File: src/rtl/ss_tx_16b_pkg.sv
// Shared types and constants for the ss_tx_16b serial word transmitter.
// The SS_TX_PARITY_EN build inserts an even-parity bit between data and stop.
package ss_tx_16b_pkg;

  localparam int DATA_W           = 16;
  localparam int FRAME_BITS_NOPAR = 18;
  localparam int FRAME_BITS_PAR   = 19;

  typedef enum logic [2:0] {
    ST_IDLE   = 3'd0,
    ST_START  = 3'd1,
    ST_DATA   = 3'd2,
    ST_PARITY = 3'd3,
    ST_STOP   = 3'd4
  } tx_state_e;

  // Even parity: 1 when the word holds an odd number of ones.
  function automatic logic even_parity(input logic [DATA_W-1:0] word);
    return ^word;
  endfunction

endpackage

File: src/rtl/ss_tx_baud.sv
// Bit-period counter: counts 0..CLKS_PER_BIT-1 while not cleared and flags the
// terminal count both for the current cycle (tick) and the coming one (tick_next).
module ss_tx_baud
  import ss_tx_16b_pkg::*;
#(
  parameter int CLKS_PER_BIT = 4,
  parameter int CNT_W        = 16
) (
  input  logic clk,
  input  logic rst_n,
  input  logic clr,
  output logic tick,
  output logic tick_next
);

  localparam logic [CNT_W-1:0] TERM_CNT = CNT_W'(CLKS_PER_BIT - 1);
  localparam logic [CNT_W-1:0] ONE_CNT  = CNT_W'(1);

  logic [CNT_W-1:0] cnt_r;
  logic [CNT_W-1:0] cnt_next_s;

  // Next count: held at zero while cleared, wraps after the terminal count.
  always_comb begin
    cnt_next_s = cnt_r;
    if (clr) begin
      cnt_next_s = {CNT_W{1'b0}};
    end else if (cnt_r == TERM_CNT) begin
      cnt_next_s = {CNT_W{1'b0}};
    end else begin
      cnt_next_s = cnt_r + ONE_CNT;
    end
  end

  // Period counter register.
  always_ff @(posedge clk or negedge rst_n) begin
    if (!rst_n) begin
      cnt_r <= {CNT_W{1'b0}};
    end else begin
      cnt_r <= cnt_next_s;
    end
  end

  assign tick      = (cnt_r == TERM_CNT);
  assign tick_next = (cnt_next_s == TERM_CNT);

endmodule

File: src/rtl/ss_tx_16b.sv
// 16-bit serial transmitter: start bit, 16 data bits LSB first, stop bit.
// Define SS_TX_PARITY_EN to append an even-parity bit before the stop bit.
module ss_tx_16b
  import ss_tx_16b_pkg::*;
#(
  parameter int CLKS_PER_BIT = 4,
  parameter int CNT_W        = 16
) (
  input  logic              CLK,
  input  logic              reset,
  input  logic [DATA_W-1:0] data,
  input  logic              tx_write,
  output logic              tx_ready,
  output logic              tx_busy,
  output logic              tx_done,
  output logic              txd
);

  tx_state_e         state_r, state_next_s;
  logic [DATA_W-1:0] shreg_r, shreg_next_s;
  logic [3:0]        bit_idx_r, bit_idx_next_s;
  logic              tick_s, tick_next_s, clr_s;
  logic              txd_next_s;
  logic              txd_r, busy_r, ready_r, done_r;
`ifdef SS_TX_PARITY_EN
  logic              parity_r, parity_next_s;
`endif

  assign clr_s = (state_r == ST_IDLE);

  ss_tx_baud #(
    .CLKS_PER_BIT (CLKS_PER_BIT),
    .CNT_W        (CNT_W)
  ) u_baud (
    .clk       (CLK),
    .rst_n     (reset),
    .clr       (clr_s),
    .tick      (tick_s),
    .tick_next (tick_next_s)
  );

  // Frame sequencing: load on accepted write, advance on bit-period ticks.
  always_comb begin
    state_next_s   = state_r;
    shreg_next_s   = shreg_r;
    bit_idx_next_s = bit_idx_r;
`ifdef SS_TX_PARITY_EN
    parity_next_s  = parity_r;
`endif
    case (state_r)
      ST_IDLE: begin
        if (tx_write) begin
          state_next_s   = ST_START;
          shreg_next_s   = data;
          bit_idx_next_s = 4'd0;
`ifdef SS_TX_PARITY_EN
          parity_next_s  = even_parity(data);
`endif
        end else begin
          state_next_s = ST_IDLE;
        end
      end
      ST_START: begin
        if (tick_s) begin
          state_next_s   = ST_DATA;
          bit_idx_next_s = 4'd0;
        end else begin
          state_next_s = ST_START;
        end
      end
      ST_DATA: begin
        if (tick_s) begin
          shreg_next_s = {1'b0, shreg_r[DATA_W-1:1]};
          if (bit_idx_r == 4'd15) begin
`ifdef SS_TX_PARITY_EN
            state_next_s = ST_PARITY;
`else
            state_next_s = ST_STOP;
`endif
          end else begin
            bit_idx_next_s = bit_idx_r + 4'd1;
          end
        end else begin
          state_next_s = ST_DATA;
        end
      end
`ifdef SS_TX_PARITY_EN
      ST_PARITY: begin
        if (tick_s) begin
          state_next_s = ST_STOP;
        end else begin
          state_next_s = ST_PARITY;
        end
      end
`endif
      ST_STOP: begin
        if (tick_s) begin
          state_next_s = ST_IDLE;
        end else begin
          state_next_s = ST_STOP;
        end
      end
      default: begin
        state_next_s = ST_IDLE;
      end
    endcase
  end

  // Line level for the coming cycle, taken from the state being entered.
  always_comb begin
    txd_next_s = 1'b1;
    case (state_next_s)
      ST_IDLE:   txd_next_s = 1'b1;
      ST_START:  txd_next_s = 1'b0;
      ST_DATA:   txd_next_s = shreg_next_s[0];
`ifdef SS_TX_PARITY_EN
      ST_PARITY: txd_next_s = parity_next_s;
`endif
      ST_STOP:   txd_next_s = 1'b1;
      default:   txd_next_s = 1'b1;
    endcase
  end

  // State, datapath and registered outputs.
  always_ff @(posedge CLK or negedge reset) begin
    if (!reset) begin
      state_r   <= ST_IDLE;
      shreg_r   <= {DATA_W{1'b0}};
      bit_idx_r <= 4'd0;
`ifdef SS_TX_PARITY_EN
      parity_r  <= 1'b0;
`endif
      txd_r     <= 1'b1;
      busy_r    <= 1'b0;
      ready_r   <= 1'b1;
      done_r    <= 1'b0;
    end else begin
      state_r   <= state_next_s;
      shreg_r   <= shreg_next_s;
      bit_idx_r <= bit_idx_next_s;
`ifdef SS_TX_PARITY_EN
      parity_r  <= parity_next_s;
`endif
      txd_r     <= txd_next_s;
      busy_r    <= (state_next_s != ST_IDLE);
      ready_r   <= (state_next_s == ST_IDLE);
      done_r    <= (state_next_s == ST_STOP) && tick_next_s;
    end
  end

  assign txd      = txd_r;
  assign tx_busy  = busy_r;
  assign tx_ready = ready_r;
  assign tx_done  = done_r;

endmodule

File: config.mk
export PLATFORM = sky130hd
export DESIGN_NAME = ss_tx_16b
export DESIGN_NICKNAME = d
export VERILOG_FILES = /design/src/rtl/ss_tx_16b_pkg.sv /design/src/rtl/ss_tx_baud.sv /design/src/rtl/ss_tx_16b.sv
export SDC_FILE = /design/constraint.sdc
export NUM_CORES = 1
export LEC_CHECK = 0
export CAP_MARGIN = 20
export CORE_MARGIN = 10
export CORE_UTILIZATION = 50
export DETAILED_ROUTE_END_ITERATION = 8
export PLACE_DENSITY = 0.72
export SLEW_MARGIN = 20
export SYNTH_ARGS = -nofsm -noshare
export SYNTH_HDL_FRONTEND = slang
export SYNTH_SLANG_ARGS = --single-unit
export TNS_END_PERCENT = 5
File: constraint.sdc
create_clock -name CLK -period 2.9 [get_ports CLK]
set_clock_uncertainty 0.15 [all_clocks]
set_input_delay 0.29 -clock CLK [delete_from_list [all_inputs] [get_ports CLK]]
set_output_delay 0.29 -clock CLK [all_outputs]
set_load 0.02 [all_outputs]
==> flow_summary.json <==
{
  "core_mm2": 0.00432,
  "grt_pass1_vias": 1638,
  "fin_nets": 258,
  "wl_per_cell_um": 15.0,
  "track_usage": 0.123,
  "synth.avg_cell_area_um2": 10.3,
  "cts_max_path_buffers": 2,
  "root_buffer": "clkbuf_8",
  "netlist_instances": 216,
  "holdBufCountCts": 0,
  "die_y_um": 86.6,
  "post_cts_resized": 0,
  "fillers": 396,
  "firstDrtPassIters": 4,
  "pin_count": 23,
  "fin_crit_sh": 0.781,
  "worst_pin_slew_ps": 958,
  "power.density_mw_per_mm2": 734,
  "wl_mm": 4.36,
  "grt_max_degree": 44,
  "port_buffers": 22,
  "clock_sinks": 43,
  "syn_nets": 237,
  "htree_levels": 2,
  "dieArea_mm2": 0.00751,
  "fin_setup_tns_ps": 0,
  "slew_viol_final": 0,
  "syn2layout_area_growth_pct": 15.6,
  "stdcell_count": 290,
  "hpwl_mm": 3.09,
  "viasPerCell": 5.81,
  "antenna_found_initial": 0,
  "postRouteAntennaNets": 0,
  "min_period_ps": 2270,
  "p_leak_nw": 1.15,
  "synth_cell_type_count": 51,
  "drc": 0,
  "maxSlewHeadroom": 0.362,
  "cts_buffers": 5,
  "synth_area_mm2": 0.00222,
  "postCtsSetupRepairBufs": 0,
  "drtIter0Drc": 117,
  "drv_cap": 0,
  "hold_class": "in2async",
  "cts_tree": "done",
  "start_util": 0.514,
  "clk_pin_slew_ps": 90,
  "placedCellCount": 282,
  "peakVddDrop_v": 0.000453,
  "synth-seq-cells": 43,
  "ys_warn_count": 0,
  "violations": "hold timing",
  "fin_area_mm2": 0.00257,
  "die_w_um": 86.6,
  "async_reset_ff_frac": 1.00,
  "worstPathArrival_ps": 2300,
  "cp_max_fo": 6,
  "power_mw": 1.88,
  "start_kind": "flip-flop",
  "whs_ps": -18.7,
  "place_area_mm2": 0.00248,
  "grt_pass1_wl_mm": 7.66,
  "ys_seq_area_frac": 0.486,
  "antenna-diode-count": 0,
  "drive_above_1_share": 0.118,
  "rows": 24,
  "critPathCaptureType": "flip-flop",
  "finalSetupViolations": 0,
  "synth-edff-count": 0,
  "final_common_cell": "dfrtp_1",
  "place.gp.congestion": 0.876,
  "path_class": "reg2reg",
  "worstSkewPairLatency_ps": 300,
  "mostFrequentLayoutCells": "41 x dfrtp_1, 24 x nor2_1, 21 x clkdlybuf4s50_1, 13 x a22o_1, 13 x a21o_1",
  "status": "complete, but fails checks",
  "hold_viol": 14,
  "synth_flop_cell": "dfrtp_1",
  "rsz0062_at_grt": "no",
  "grt_remaining_overflow": 0,
  "fmax_mhz": 441,
  "required_ps": 2940,
  "num_vias": 1685
}
metal layers:
layer | track usage | part of all wire | up-vias
li1 | - | - | 823
met1 | 0.164 | 0.50 | 824
met2 | 0.187 | 0.45 | 33
met3 | 0.0281 | 0.040 | 5
met4 | 0.0530 | 0.012 | 0
met5 | 0 | 0 | -
sequential cells by signal (all words and copies together) (netlist names):
register and cells:
tx_busy 1, state_r 3, tx_done 1, txd 1, u_baud.cnt_r 16, shreg_r 16
bit_idx_r 4, tx_ready 1
worst max-delay path: stages, from the launching register on:
cell,delay [ps]
dfrtp_1,440
ha_1,190
nor3b_1,220
nand4_2,180
or2_1,300
o31a_1,360
mux2_4,310
cells by family (layout without fill, tap and decap cells):
group | Yosys count | after routing | share of synthesized area
and+or+nand+nor | 76 | 76 | 0.190
AOI/OAI and AO/OA | 55 | 55 | 0.193
DFF | 43 | 43 | 0.486
buffers and inverters | 22 | 44 | 0.0445
xor gates and xnor gates | 15 | 15 | 0.0592
muxes | 3 | 3 | 0.0163
adders and majority gates | 2 | 2 | 0.0113
Yosys cell counts (5+ instances only):
cell type / count / share of area
a21o_1: 13 / 0.044
nand2_1: 9 / 0.015
dfrtp_1: 41 / 0.46
xor2_1: 5 / 0.020
a22o_1: 13 / 0.051
xnor2_1: 10 / 0.039
nand3_1: 8 / 0.018
o21ai_0: 6 / 0.014
clkbuf_1: 7 / 0.012
inv_1: 9 / 0.015
nor3_1: 8 / 0.018
nor2_1: 24 / 0.041
report_power, final:
group	leakage [nW]	internal, mW	switching (mW)
registers	0.559	0.770	0.118
logic	0.552	0.299	0.317
clock network	0.0402	0.168	0.213
cell type report:
cell class                 count  area, um2  share of cell area
inverter                       9       33.8              0.0132
sequential                    43       1080               0.420
multi-input combinational    151       1050               0.408
timing repair buffer          27        253              0.0984
clock inverter                 3       20.0             0.00780
tap                           52       65.1              0.0253
clock buffer                   5       68.8              0.0268
metrics by stage:
step           setup WS (ps)  utilization
3_5_place_dp             650        0.573
3_3_place_gp             704        0.573
6_report                 635        0.594
5_1_grt                  482        0.594
2_1_floorplan            819            -
4_1_cts                  632        0.594
path summary, 6_finish.rpt:
path | start | to | slack [ps] | depth (start not counted)
max reg2reg | u_baud.cnt_r[0] | bit_idx_r[0] | 630 | 6
min | reset | u_baud.cnt_r[9] | -20 | 1
max in group asynchronous | reset | u_baud.cnt_r[4] | 2010 | 1
min reg2reg | shreg_r[4] | shreg_r[4] | 330 | 1
max | u_baud.cnt_r[0] | bit_idx_r[0] | 630 | 6
min in group CLK | shreg_r[4] | shreg_r[4] | 330 | 1
(Power assumes the default switching activity.)
